**config.mk**
```make
export PLATFORM = sky130hd
export DESIGN_NAME = dpram_burst_reader
export DESIGN_NICKNAME = d
export VERILOG_FILES = /design/src/rtl/dpram_burst_reader.sv
export SDC_FILE = /design/constraint.sdc
export NUM_CORES = 1
export LEC_CHECK = 0
export BUFFER_PORTS_ARGS = -buffer_cell sky130_fd_sc_hd__buf_2
export CAP_MARGIN = 15
export CORE_AREA = 4 4 102 75
export DETAILED_ROUTE_END_ITERATION = 10
export DIE_AREA = 0 0 106 79
export PLACE_DENSITY = 0.74
export SETUP_SLACK_MARGIN = 0.4
export SYNTH_ARGS = -nofsm -noshare
export SYNTH_HDL_FRONTEND = slang
export SYNTH_SLANG_ARGS = --single-unit
```
**constraint.sdc**
```tcl
create_clock -name clk -period 2.28 [get_ports clk]
set_clock_uncertainty 0.2 [all_clocks]
set_input_delay 0.228 -clock clk [delete_from_list [all_inputs] [get_ports clk]]
set_output_delay 0.228 -clock clk [all_outputs]
set_load 0.02 [all_outputs]
```
**src/rtl/dpram_burst_reader.sv**
```systemverilog
// Burst read initiator for a dual-port RAM: walks consecutive words through one read
// port and streams them in order on valid/ready, using a 2-entry buffer for RAM latency.
module dpram_burst_reader #(
    parameter int DW = 16,
    parameter int AW = 6
) (
    input  logic          clk,
    input  logic          rst_n,
    input  logic          start,
    input  logic [AW-1:0] base_addr,
    input  logic [AW-1:0] len_m1,
    output logic          busy,
    output logic          done,
    output logic          ram_en,
    output logic [AW-1:0] ram_addr,
    input  logic [DW-1:0] ram_do,
    output logic          m_valid,
    output logic [DW-1:0] m_data,
    input  logic          m_ready
);

    typedef enum logic [1:0] {
        S_IDLE  = 2'd0,
        S_ISSUE = 2'd1,
        S_DRAIN = 2'd2
    } state_t;

    state_t          state_r;
    state_t          state_nxt_s;
    logic [AW-1:0]   base_r;
    logic [AW-1:0]   len_r;
    logic [AW:0]     issued_r;
    logic [AW:0]     accepted_r;
    logic            inflight_r;
    logic [DW-1:0]   head_r;
    logic [DW-1:0]   tail_r;
    logic [1:0]      count_r;
    logic [1:0]      count_nxt_s;
    logic            valid_r;
    logic            done_r;

    logic            pop_s;
    logic [2:0]      occ_s;
    logic            start_ok_s;
    logic            ram_en_s;
    logic            last_issue_s;
    logic            last_pop_s;

    // Handshake and issue-room bookkeeping; occupancy counts the word already in flight
    always_comb begin
        pop_s        = valid_r & m_ready;
        occ_s        = {1'b0, count_r} + {2'b00, inflight_r} - {2'b00, pop_s};
        start_ok_s   = (state_r == S_IDLE) && start && !done_r;
        ram_en_s     = (state_r == S_ISSUE) && (occ_s < 3'd2);
        last_issue_s = ram_en_s && (issued_r == {1'b0, len_r});
        last_pop_s   = (state_r == S_DRAIN) && pop_s && (accepted_r == {1'b0, len_r});
    end

    // FSM state register
    always_ff @(posedge clk or negedge rst_n) begin
        if (!rst_n) begin
            state_r <= S_IDLE;
        end else begin
            state_r <= state_nxt_s;
        end
    end

    // FSM next-state logic
    always_comb begin
        state_nxt_s = state_r;
        case (state_r)
            S_IDLE: begin
                if (start_ok_s) state_nxt_s = S_ISSUE;
                else            state_nxt_s = S_IDLE;
            end
            S_ISSUE: begin
                if (last_issue_s) state_nxt_s = S_DRAIN;
                else              state_nxt_s = S_ISSUE;
            end
            S_DRAIN: begin
                if (last_pop_s) state_nxt_s = S_IDLE;
                else            state_nxt_s = S_DRAIN;
            end
            default: state_nxt_s = S_IDLE;
        endcase
    end

    // FSM outputs; address wraps naturally modulo the RAM depth
    always_comb begin
        busy     = (state_r != S_IDLE);
        ram_en   = ram_en_s;
        ram_addr = base_r + issued_r[AW-1:0];
        done     = done_r;
        m_valid  = valid_r;
        m_data   = head_r;
    end

    // Burst parameters, issue/accept counters and in-flight flag
    always_ff @(posedge clk or negedge rst_n) begin
        if (!rst_n) begin
            base_r     <= {AW{1'b0}};
            len_r      <= {AW{1'b0}};
            issued_r   <= {(AW+1){1'b0}};
            accepted_r <= {(AW+1){1'b0}};
            inflight_r <= 1'b0;
            done_r     <= 1'b0;
        end else begin
            if (start_ok_s) begin
                base_r     <= base_addr;
                len_r      <= len_m1;
                issued_r   <= {(AW+1){1'b0}};
                accepted_r <= {(AW+1){1'b0}};
            end else begin
                if (ram_en_s) issued_r   <= issued_r + {{AW{1'b0}}, 1'b1};
                if (pop_s)    accepted_r <= accepted_r + {{AW{1'b0}}, 1'b1};
            end
            inflight_r <= ram_en_s;
            done_r     <= last_pop_s;
        end
    end

    // Buffer occupancy after this cycle's push (in-flight return) and pop
    always_comb begin
        count_nxt_s = count_r;
        case ({inflight_r, pop_s})
            2'b10:   count_nxt_s = count_r + 2'd1;
            2'b01:   count_nxt_s = count_r - 2'd1;
            default: count_nxt_s = count_r;
        endcase
    end

    // Two-entry output FIFO; head register drives the stream directly
    always_ff @(posedge clk or negedge rst_n) begin
        if (!rst_n) begin
            head_r  <= {DW{1'b0}};
            tail_r  <= {DW{1'b0}};
            count_r <= 2'd0;
            valid_r <= 1'b0;
        end else begin
            case ({inflight_r, pop_s})
                2'b10: begin
                    if (count_r == 2'd0) head_r <= ram_do;
                    else                 tail_r <= ram_do;
                end
                2'b01: head_r <= tail_r;
                2'b11: begin
                    if (count_r == 2'd1) begin
                        head_r <= ram_do;
                    end else begin
                        head_r <= tail_r;
                        tail_r <= ram_do;
                    end
                end
                default: ;
            endcase
            count_r <= count_nxt_s;
            valid_r <= (count_nxt_s != 2'd0);
        end
    end

endmodule

```
* Word level (Yosys, flattened, before mapping)
Index checks and enable logic that the tools add are counted.
W data, S select, Z words.
** Word-level totals
- Word-level logic and storage cells :: 63
- Register bits :: 65
- Bits of input ports :: 32
** Operators by class
- Equal/unequal tests :: 11
- Add/subtract/negate cells :: 7
- Mux-type cells :: 15
- Reduce and logical (&&, ||, !) cells :: 17
- Magnitude comparators :: 1
- Bitwise operators :: 1
** Operators by type and width (count)
- $mux W16 :: 4
- $pmux W16 S3 :: 1
- $pmux W16 S2 :: 1
- $mux W7 :: 4
- $add A7 B1 Y7 const B :: 2
- $eq A7 B6 Y1 :: 2
- $reduce_bool A2 Y1 :: 5
- $add A6 B6 Y6 :: 1
- $eq A2 B1 Y1 const B :: 3
- $eq A2 B2 Y1 const B :: 3
- $logic_and A1 B1 Y1 :: 6
- $ne A2 B2 Y1 const B :: 3
- $pmux W2 S3 :: 1
- $logic_not A2 Y1 :: 2
- $mux W2 :: 2
- $pmux W2 S2 :: 1
- $add A2 B1 Y3 :: 1
- $lt A3 B2 Y1 const B :: 1
- $reduce_and A3 Y1 :: 1
- $reduce_bool A3 Y1 :: 1
- $sub A3 B1 Y3 :: 1
- $add A2 B1 Y2 const B :: 1
- $reduce_and A2 Y1 :: 1
- $sub A2 B1 Y2 const B :: 1
- other kinds (3) :: 3

* Longest topological paths before layout
Gate-level depths: netlist of run 1.
- Depth in word-level cells :: 7
- Mapped depth :: 9

* Least setup slack after synthesis of run 1
No wires, ideal clock.
- Path type :: flip-flop to flip-flop
- Start :: reg valid_r (netlist: m_valid)
- End :: reg state_r[0]
- Path slack :: -0.614 ns
- Arrival time :: 2.574 ns
- Path buffers :: 1
- Cell stages (with the launch flop) :: 10
- Period minus slack after synthesis :: 2.894 ns
- Library setup time :: 0.120 ns
- Cells stage by stage :: dfrtp_1 -> and2_4 -> buf_6 -> xnor2_1 -> nand2b_1 -> fa_1 -> nand3b_4 -> nor2_1 -> nand3_1 -> a31o_2
** Between the ends
- Longest elaborated chain between the ends :: 7
** Ends and longest elaborated chain
- start, declared :: RTL line 39 : logic valid_r;
- start signal, assigned :: RTL line 157 : valid_r <= (count_nxt_s != 2'd0);
- $and A1 B1 Y1 :: RTL line 51 : pop_s = valid_r & m_ready;
- $sub A3 B1 Y3 :: RTL line 52 : occ_s = {1'b0, count_r} + {2'b00, inflight_r} - {2'b00, pop_s};
- $lt A3 B2 Y1 :: RTL line 54 : ram_en_s = (state_r == S_ISSUE) && (occ_s < 3'd2);
- $logic_and A1 B1 Y1 :: RTL line 54
- named net ram_en :: RTL line 14 : output logic ram_en,
- $logic_and A1 B1 Y1 :: RTL line 55 : last_issue_s = ram_en_s && (issued_r == {1'b0, len_r});
- $mux W2 :: RTL line 77 : if (last_issue_s) state_nxt_s = S_DRAIN;
- $pmux W2 S3 :: RTL line 71 : case (state_r)
- named net state_nxt_s[0] :: RTL line 29 : state_t state_nxt_s;
- end signal, assigned :: RTL line 64 : state_r <= state_nxt_s;
- end, declared :: RTL line 28 : state_t state_r;
The timed path passes the listed nets, and every way through them passes these cells.
A chain may end at the register's enable or synchronous reset.

* Worst setup path after layout of run 1
- Start :: reg valid_r (netlist: m_valid)
- End :: reg issued_r[1]
** Between the ends
- Longest elaborated chain between the ends :: 5
** Ends and longest elaborated chain
- $and A1 B1 Y1 :: RTL line 51
- $sub A3 B1 Y3 :: RTL line 52
- $lt A3 B2 Y1 :: RTL line 54
- $logic_and A1 B1 Y1 :: RTL line 54
- $reduce_bool A2 Y1 (no source line)
- end signal, assigned :: RTL line 103 : issued_r <= {(AW+1){1'b0}};
- end signal, assigned :: RTL line 111 : issued_r <= {(AW+1){1'b0}};
- end signal, assigned :: RTL line 114 : if (ram_en_s) issued_r <= issued_r + {{AW{1'b0}}, 1'b1};
- end, declared :: RTL line 32 : logic [AW:0] issued_r;
Every way passes these cells.

==> impl_metrics.py, run 1 <==
metrics = {
    "floorplan": {
        "die-height_um": 79,
        "initial_utilization_pct": 49.0,
        "die_area_um2": 8370,
        "fp.coreArea_um2": 6630,
        "die_x_um": 106,
        "rows": 25,
        "io_pins": 58,
    },
    "final_layout": {
        "layout.cells.non_filler": 494,
        "final_nets": 438,
        "drive_gt1_share_pct": 42.8,
        "areaGrowthSynthToFinish_pct": 43.7,
        "finalCoreUtilization_pct": 70.5,
        "stdcell_area_um2": 4670,
        "n_antenna_cell": 0,
    },
    "yosys": {
        "synth_cell_type_count": 44,
        "synth-async-reset-ratio_pct": 100,
        "syn_inst": 279,
        "syn_area_um2": 3250,
        "ys_ff_latch": 65,
        "synth-main-ff-cell": "dfrtp_1",
        "avgSynthCellArea_um2": 11.7,
        "yosysWarnings": 0,
        "ys_seq_area_share_pct": 50.0,
        "synth_top_area_cell": "dfrtp_1",
        "synth.top_cell.area_share_pct": 50.0,
        "yosys-top-cells-area": "dfrtp_1, mux2_2, mux2i_1",
        "synth-edff-count": 0,
        "synth_nets": 322,
    },
    "clock_tree": {
        "root_buffer": "clkbuf_8",
        "cts_tree": "yes",
        "cts_made_buffers": 9,
        "clock_sinks": 65,
        "clock_path_buffers": 2,
        "path_clk_slew_ns": 0.07,
        "h-tree-depth": 3,
        "clk_latency_ns": 0.33,
    },
    "worst_setup_path": {
        "slowest_delay_ns": 0.56,
        "reg2reg_setup_slack_ns": -0.23,
        "crit_family": "simple AND/OR/NAND/NOR gates",
        "crit_buf_inv": 4,
        "ff2ff_path_depth": 12,
        "start_kind": "flip-flop",
        "crit_path_max_fanout": 4,
        "r2r_start": "m_valid$_DFF_PN0_",
        "cp-end-kind": "flip-flop",
        "worstReg2RegEnd": "issued_r[1]$_DFFE_PN0P_",
        "slowest_stage": "fa_2",
        "crit_chain": "and2_4 > xnor2_4 > nand2b_4 > fa_2 > nand3b_4 > nor2_4 > buf_4 > buf_6 > buf_6 > buf_4 > nand2_1 > a21oi_2",
        "criticalPathCategory": "flip-flop to flip-flop",
        "cp.arrival_ns": 2.57,
        "cp.required_ns": 2.33,
    },
    "place": {
        "pre_cts_slack_ns": -0.0718,
        "place_area_um2": 3750,
        "place_congestion": 0.792,
        "portBuffers": 57,
        "placed_cells": 432,
        "dpl.hpwl_mm": 4.57,
    },
    "timing": {
        "fin_crit_sh_pct": 110,
        "rsz0062_at_grt": "yes",
        "maxSlewHeadroom_pct": 71.8,
        "drv_slew": 0,
        "worst_slack_ns": -0.234,
        "fin_crit_ns": 2.51,
        "fmax_ghz": 0.398,
        "setup_viol": 11,
        "hold_viol": 0,
        "worstMarginPinSlew_ns": 0.423,
    },
    "power_and_ir_drop": {
        "seq_power_share_pct": 32.3,
        "p_int_mw": 3.85,
        "pwr-share-clk_pct": 14.1,
        "pwr-share-comb_pct": 53.6,
        "netSwitchingFraction_pct": 39.1,
        "vdd_ir_drop_max_mv": 0.635,
        "p_sw_mw": 2.47,
        "totalPowerFinal_mw": 6.32,
        "cellPowerDensity_nw_per_um2": 1350,
        "power.leakage_nw": 2.25,
    },
    "route": {
        "routed-wl-met3_um": 254,
        "routedWlPerCell_um": 15.8,
        "drc": 0,
        "wl_met1_mm": 3.56,
        "drt-total-wl_mm": 7.79,
        "drtAntennaViolNets": 0,
        "routed.top_layer": "met4",
        "viasPerCell": 4.98,
        "routed-via-count": 2459,
        "dr_wl_met2_mm": 3.90,
        "first_pass_iters": 4,
        "drt_iter0_markers": 159,
    },
    "global_route": {
        "grt_antenna_before_repair": 0,
        "grt.overflow.total": 0,
        "grt_pass1_wl_mm": 12.3,
        "first_global_vias": 2512,
        "grt_max_degree": 33,
        "grt_usage_pct": 18.7,
    },
    "run_status": {
        "status": "complete, but fails checks",
        "failed_checks": "setup timing",
    },
    "hold_path": {
        "min_path_type": "input pin to async pin",
    },
    "flow_run": {
        "drv_cap": 0,
    },
}
-- power groups by stage --
stage	Combinational, mW	Clock [mW]	Sequential (mW)
after detailed placement	2.49	0	2.01
after global placement	2.41	0	1.99
after floorplan	1.72	0	2.11
after CTS	3.13	0.928	2.02
final	3.39	0.891	2.04
after global routing	3.67	0.969	2.10
-- per-stage QoR --
| step | hold slack [ns] | TNS [ns] |
|---|---|---|
| CTS | 0.143 | -1.40 |
| detailed placement | -0.0112 | -0.352 |
| finish | 0.156 | -1.41 |
| global route | 0.200 | -2.39 |
| floorplan | -0.268 | -1.49 |
| global placement | -0.00897 | -0.0429 |
-- routing by layer --
layer / track usage (%) / up-vias
met5: 0 / -
met4: 5.82 / 0
met3: 4.55 / 7
met2: 31.2 / 41
met1: 24.2 / 1218
li1: - / 1193
-- placed cells by master, fill, tap and decap left out, drive strengths merged, types with 16 or more instances in the layout --
master and instances:
o21ai 20, buf 84, dlygate4sd3 29, dfrtp 65
nand2 34, nor2 16, mux2i 16, xor2 16
mux2 27
-- area by class of cell --
class | count | area, µm²
Fill cell | 521 | 1960
Multi-Input combinational cell | 196 | 1800
Sequential cell | 65 | 1630
Timing Repair Buffer | 115 | 907
Clock buffer | 13 | 169
Tap cell | 94 | 118
Inverter | 8 | 30.0
Clock inverter | 3 | 15.0
-- cells in the mapped netlist (2+ instances only) --
cell and number:
dfrtp_1 65, nand2_1 31, mux2_2 24, o21ai_0 20, mux2i_1 16, nor2_1 16, xor2_1 16, xnor2_1 15
ha_1 9, inv_1 8, a21oi_1 5, nand3_1 4, nor3_1 4, buf_6 3, mux2_4 3, nand4_1 3
nor4_1 3, and3_1 2, buf_2 2, clkbuf_1 2, fa_1 2, nand2_4 2, nor2b_1 2, nor4b_1 2
-- state kept, by name, summed over array words and instances, names as in the netlist --
name,count
accepted_r,7
base_r,6
count_r,2
done,1
inflight_r,1
issued_r,7
len_r,6
m_data,16
m_valid,1
state_r,2
tail_r,16
-- cell families after synthesis --
kind of cell               after synthesis  share of synthesized area [%]
AOI/OAI and AO/OA                       32                           5.62
xor gates and xnor gates                31                           8.35
adders and majority gates               11                           4.69
buffers and inverters                   19                           3.92
DFF                                     65                           50.0
muxes                                   43                           14.6
and+or+nand+nor                         78                           12.8
-- worst max-delay path by stage --
stage / startpoint / end / cells past startpoint
floorplan: m_valid$_DFF_PN0_ / state_r[0]$_DFF_PN0_ / 9
global placement: m_valid$_DFF_PN0_ / issued_r[6]$_DFFE_PN0P_ / 8
detailed placement: m_valid$_DFF_PN0_ / ram_en / 7
CTS: m_valid$_DFF_PN0_ / ram_en / 7
global route: m_valid$_DFF_PN0_ / issued_r[1]$_DFFE_PN0P_ / 12
finish: m_valid$_DFF_PN0_ / issued_r[1]$_DFFE_PN0P_ / 12
-- timing repair --
| action | CTS | global route |
|---|---|---|
| hold buffers | 29 | 0 |
| resized for setup | 46 | 14 |
| buffers inserted | 11 | 3 |
| pin swaps | 13 | 5 |
| endpoints found under the setup margin | 17 | 55 |
| gates cloned | 0 | 3 |
| endpoints found under the hold margin | 85 | 0 |
(Power assumes the default switching activity.)
==> run 2: changes to the inputs <==
--- a/config.mk
+++ b/config.mk
@@ -7,10 +7,10 @@
 export LEC_CHECK = 0
 export BUFFER_PORTS_ARGS = -buffer_cell sky130_fd_sc_hd__buf_2
 export CAP_MARGIN = 15
-export CORE_AREA = 4 4 102 75
+export CORE_AREA = 4 4 93 69
 export DETAILED_ROUTE_END_ITERATION = 10
-export DIE_AREA = 0 0 106 79
-export PLACE_DENSITY = 0.74
+export DIE_AREA = 0 0 97 73
+export PLACE_DENSITY = 0.84
 export SETUP_SLACK_MARGIN = 0.4
 export SYNTH_ARGS = -nofsm -noshare
 export SYNTH_HDL_FRONTEND = slang
==> constraint.sdc (replaced) <==
create_clock -name clk -period 3.1 [get_ports clk]
set_clock_uncertainty 0.2 [all_clocks]
set_input_delay 0.31 -clock clk [delete_from_list [all_inputs] [get_ports clk]]
set_output_delay 0.31 -clock clk [all_outputs]
set_load 0.02 [all_outputs]
==> impl_metrics.py, run 2 (synthesis results as in run 1) <==
metrics = {
    "hold_path": {
        "hold_path.startpoint": "base_addr[5]",
        "min_path_type": "input pin to flip-flop",
        "hold_end": "base_r[5]$_DFFE_PN0P_",
        "whs_path_depth": 2,
    },
    "global_route": {
        "grt_pass1_wl_mm": 11.1,
        "first_global_vias": 2384,
        "grt_max_degree": 66,
        "grt_usage_pct": 19.8,
        "grt_antenna_before_repair": 0,
        "grt.overflow.total": 0,
    },
    "worst_setup_path": {
        "cp.required_ns": 2.59,
        "criticalPathCategory": "flip-flop to output pin",
        "worstReg2RegEnd": "issued_r[5]$_DFFE_PN0P_",
        "reg2reg_setup_slack_ns": 0.50,
        "cp-end-kind": "output pin",
        "crit_path_max_fanout": 4,
        "start_kind": "flip-flop",
        "cp.arrival_ns": 2.10,
        "ff2ff_path_depth": 9,
        "r2r_start": "m_valid$_DFF_PN0_",
    },
    "flow_run": {
        "drv_cap": 0,
    },
    "route": {
        "viasPerCell": 5.19,
        "drc": 0,
        "routedWlPerCell_um": 14.9,
        "drt_iter0_markers": 120,
        "routed-via-count": 2252,
        "drtAntennaViolNets": 0,
        "first_pass_iters": 4,
        "drt-total-wl_mm": 6.47,
    },
    "timing": {
        "fmax_ghz": 0.383,
        "fin_tns_setup_ns": 0,
        "maxSlewHeadroom_pct": 74.7,
        "fin_crit_ns": 2.61,
        "rsz0062_at_grt": "yes",
        "setup_viol": 0,
        "fin_crit_sh_pct": 84.2,
        "worstMarginPinSlew_ns": 0.379,
        "drv_slew": 0,
        "hold_viol": 0,
    },
    "clock_tree": {
        "clock_path_buffers": 2,
        "clk_latency_ns": 0.33,
        "cts_made_buffers": 9,
        "h-tree-depth": 3,
        "path_clk_slew_ns": 0.07,
        "clock_sinks": 65,
        "cts_tree": "yes",
        "root_buffer": "clkbuf_8",
    },
    "floorplan": {
        "fp.coreArea_um2": 5550,
        "initial_utilization_pct": 58.5,
        "die-height_um": 73,
        "die_area_um2": 7080,
        "io_pins": 58,
        "rows": 23,
        "die_x_um": 97,
    },
    "power_and_ir_drop": {
        "vdd_ir_drop_max_mv": 0.566,
        "totalPowerFinal_mw": 4.01,
        "cellPowerDensity_nw_per_um2": 1010,
        "power.leakage_nw": 1.92,
    },
    "final_layout": {
        "drive_gt1_share_pct": 33.7,
        "n_antenna_cell": 0,
        "layout_commonest_cell": "dfrtp_1",
        "layout_common_cells": "dfrtp_1, buf_2, nand2_1, mux2_2, o21ai_0",
        "filler_cell_count": 408,
        "finalCoreUtilization_pct": 71.3,
        "areaGrowthSynthToFinish_pct": 21.8,
        "final_nets": 398,
    },
    "place": {
        "dpl.hpwl_mm": 4.31,
        "portBuffers": 57,
        "place_congestion": 0.766,
    },
    "run_status": {
        "status": "finished, final reports clean",
    },
}
==> run 2: changes by cell type in the layout (fill, tap and decap cells not counted), moves of 6 or more <==
cell / change
buf_6: -6
ha_1: +6
mux2_2: +15
mux2_4: -15
dlygate4sd3_1: -18
buf_4: -16
==> run 2: cell type report <==
type	instances	area (µm²)	area share (%)
clock inverters	3	40.0	1.01
flip-flops and latches	65	1630	41.1
well taps	75	93.8	2.37
multi-input cells	195	1540	38.9
repair buffers	76	474	12.0
inverters	8	30.0	0.758
clock buffers	12	155	3.92
==> run 2: metrics by stage <==
stage | std cells | area (µm²) | setup WS, ns | hold slack (ns)
final | 434 | 3960 | 0.489 | 0.0237
after global routing | 434 | 3960 | 0.375 | 0.000867
after floorplan | 279 | 3260 | 0.497 | -0.186
after CTS | 431 | 3920 | 0.443 | 0.00209
after global placement | 403 | 3580 | 0.515 | 0.150
after detailed placement | 403 | 3580 | 0.433 | 0.153
==> run 2: power by group <==
group | switching [mW] | internal (mW)
sequential | 0.295 | 1.20
clock | 0.303 | 0.409
combinational | 0.956 | 0.843
total | 1.55 | 2.45
==> run 2: metal layers <==
metal | routed length (µm) | global-route usage, %
met5 | 0 | 0
met4 | 91 | 7.63
met3 | 263 | 5.64
met2 | 3210 | 33.0
met1 | 2900 | 24.8
==> run 2: timing repair <==
| item | in CTS | in global routing |
|---|---|---|
| hold buffers | 10 | 1 |
| endpoints found under the hold margin | 74 | 1 |
| gates resized for setup | 4 | 4 |
| pin swaps | 2 | 2 |
| buffers inserted | 3 | 2 |
| endpoints found under the setup margin | 1 | 3 |
==> run 2: worst max-delay path by stage <==
stage,startpoint,end,slack [ns]
finish,m_valid$_DFF_PN0_,ram_en,0.49
global route,issued_r[0]$_DFFE_PN0P_,ram_addr[4],0.37
CTS,m_valid$_DFF_PN0_,ram_en,0.44
detailed placement,m_ready,ram_en,0.43
global placement,m_ready,ram_en,0.52
floorplan,m_valid$_DFF_PN0_,state_r[0]$_DFF_PN0_,0.50
==> run 2: critical path, cell delays in order, from the launching register on <==
cell and delay, ns:
dfrtp_1 0.40, and2_4 0.16, xnor2_1 0.15, nand2b_4 0.16, fa_2 0.57, nand3b_4 0.10, nor2_4 0.11, buf_6 0.12
==> run 3: changes to the inputs <==
--- a/config.mk
+++ b/config.mk
@@ -7,10 +7,10 @@
 export LEC_CHECK = 0
 export BUFFER_PORTS_ARGS = -buffer_cell sky130_fd_sc_hd__buf_2
 export CAP_MARGIN = 15
-export CORE_AREA = 4 4 93 69
+export CORE_AREA = 4 4 97 71
 export DETAILED_ROUTE_END_ITERATION = 10
-export DIE_AREA = 0 0 97 73
-export PLACE_DENSITY = 0.84
+export DIE_AREA = 0 0 101 75
+export PLACE_DENSITY = 0.78
 export SETUP_SLACK_MARGIN = 0.4
 export SYNTH_ARGS = -nofsm -noshare
 export SYNTH_HDL_FRONTEND = slang
==> constraint.sdc (replaced) <==
create_clock -name clk -period 2.5 [get_ports clk]
set_clock_uncertainty 0.2 [all_clocks]
set_input_delay 0.25 -clock clk [delete_from_list [all_inputs] [get_ports clk]]
set_output_delay 0.25 -clock clk [all_outputs]
set_load 0.02 [all_outputs]
==> impl_metrics.py, run 3 (synthesis results as in run 1) <==
metrics = {
    "run_status": {
        "status": "complete, but fails checks",
        "failed_checks": "setup timing",
    },
    "clock_tree": {
        "clock_path_buffers": 2,
        "clock_sinks": 65,
        "root_buffer": "clkbuf_8",
        "cts_made_buffers": 9,
        "path_clk_slew_ns": 0.07,
        "h-tree-depth": 3,
        "clk_latency_ns": 0.33,
        "cts_tree": "yes",
    },
    "timing": {
        "worst_slack_ns": -0.0231,
        "maxSlewHeadroom_pct": 71.8,
        "drv_slew": 0,
        "setup_viol": 1,
        "fmax_ghz": 0.396,
        "fin_crit_ns": 2.52,
        "fin_crit_sh_pct": 101,
        "rsz0062_at_grt": "yes",
        "hold_viol": 0,
        "worstMarginPinSlew_ns": 0.419,
    },
    "worst_setup_path": {
        "crit_path_max_fanout": 2,
        "cp.required_ns": 2.05,
        "cp.arrival_ns": 2.07,
        "cp-end-kind": "output pin",
        "reg2reg_setup_slack_ns": 0.03,
        "start_kind": "flip-flop",
        "criticalPathCategory": "flip-flop to output pin",
    },
    "global_route": {
        "grt_usage_pct": 19.6,
        "grt_antenna_before_repair": 0,
        "grt.overflow.total": 0,
        "grt_pass1_wl_mm": 11.5,
        "first_global_vias": 2424,
        "grt_max_degree": 33,
    },
    "power_and_ir_drop": {
        "cellPowerDensity_nw_per_um2": 1230,
        "vdd_ir_drop_max_mv": 0.542,
        "power.leakage_nw": 2.09,
    },
    "floorplan": {
        "rows": 24,
        "io_pins": 58,
        "fp.coreArea_um2": 6040,
        "die_x_um": 101,
        "die_area_um2": 7580,
        "initial_utilization_pct": 53.9,
        "die-height_um": 75,
    },
    "route": {
        "drt-total-wl_mm": 6.91,
        "routed-via-count": 2365,
        "drt_iter0_markers": 80,
        "drtAntennaViolNets": 0,
        "first_pass_iters": 4,
        "viasPerCell": 5.09,
        "drc": 0,
        "routedWlPerCell_um": 14.9,
    },
    "place": {
        "place_area_um2": 3660,
        "pre_cts_slack_ns": 0.0931,
        "dpl.hpwl_mm": 4.58,
        "portBuffers": 57,
        "place_congestion": 0.832,
    },
    "final_layout": {
        "register_area_um2": 1630,
        "layout_commonest_cell": "dfrtp_1",
        "n_antenna_cell": 0,
        "drive_gt1_share_pct": 39.0,
        "areaGrowthSynthToFinish_pct": 35.5,
        "layout_common_cells": "dfrtp_1, buf_2, nand2_1, dlygate4sd3_1, mux2_2",
        "multiInputGateArea_um2": 1690,
        "stdcell_area_um2": 4410,
        "filler_cell_count": 434,
        "final_nets": 425,
    },
    "hold_path": {
        "min_path_type": "input pin to async pin",
    },
    "flow_run": {
        "drv_cap": 0,
    },
}
[run 3: routing by layer]
| metal | GRT usage (%) | share of wire, % |
|---|---|---|
| met1 | 25.0 | 44 |
| met2 | 34.1 | 51 |
| met3 | 4.72 | 3.7 |
| met4 | 5.01 | 0.85 |
| met5 | 0 | 0 |
[run 3: what timing repair did]
action | in CTS | in global routing
setup endpoints to repair | 16 | 16
hold buffers | 29 | 0
resized for setup | 34 | 3
hold endpoints to repair | 46 | 0
pin swaps | 11 | 11
setup buffers | 9 | 1
[run 3: path summary, 6_finish.rpt]
check	from	to	cells past startpoint
hold / removal	rst_n	len_r[2]$_DFFE_PN0P_	2
setup reg to reg	m_valid$_DFF_PN0_	issued_r[5]$_DFFE_PN0P_	9
max in group asynchronous	rst_n	issued_r[2]$_DFFE_PN0P_	3
setup / recovery	m_valid$_DFF_PN0_	ram_en	7
min in group clk	m_ready	accepted_r[2]$_DFFE_PN0P_	4
hold reg to reg	m_data[1]$_DFFE_PN0P_	m_data[1]$_DFFE_PN0P_	2
[run 3: area by class of cell]
type / count / area share (%)
Clock buffer: 14 / 4.15
Sequential cell: 65 / 37.0
Tap cell: 78 / 2.22
Timing Repair Buffer: 103 / 16.8
Inverter: 8 / 0.682
Clock inverter: 2 / 0.795
Multi-Input combinational cell: 195 / 38.3
[run 3: metrics by stage]
step / instances / TNS (ns) / util, % / power, mW / hold WS [ns]
final: 465 / -0.0231 / 73.0 / 5.43 / 0.190
after CTS: 464 / -0.0312 / 72.6 / 5.42 / 0.177
after global placement: 410 / 0 / 60.6 / 3.93 / 0.00549
after detailed placement: 410 / 0 / 60.6 / 4.03 / 0.0117
after floorplan: 279 / -0.0350 / - / 3.49 / -0.246
after global routing: 465 / -0.275 / 73.0 / 5.78 / 0.205
[run 3: worst max-delay path, stage by stage, from the launching register on]
cell	delay, ns
dfrtp_2	0.40
and2_4	0.16
xnor2_4	0.13
nand2b_4	0.15
fa_2	0.56
nand3b_4	0.09
nor2_4	0.12
buf_6	0.13
[run 3: power by group]
part | total, mW | internal, mW | switching (mW)
clock | 0.945 | 0.569 | 0.377
sequential | 1.85 | 1.49 | 0.362
combinational | 2.63 | 1.27 | 1.36
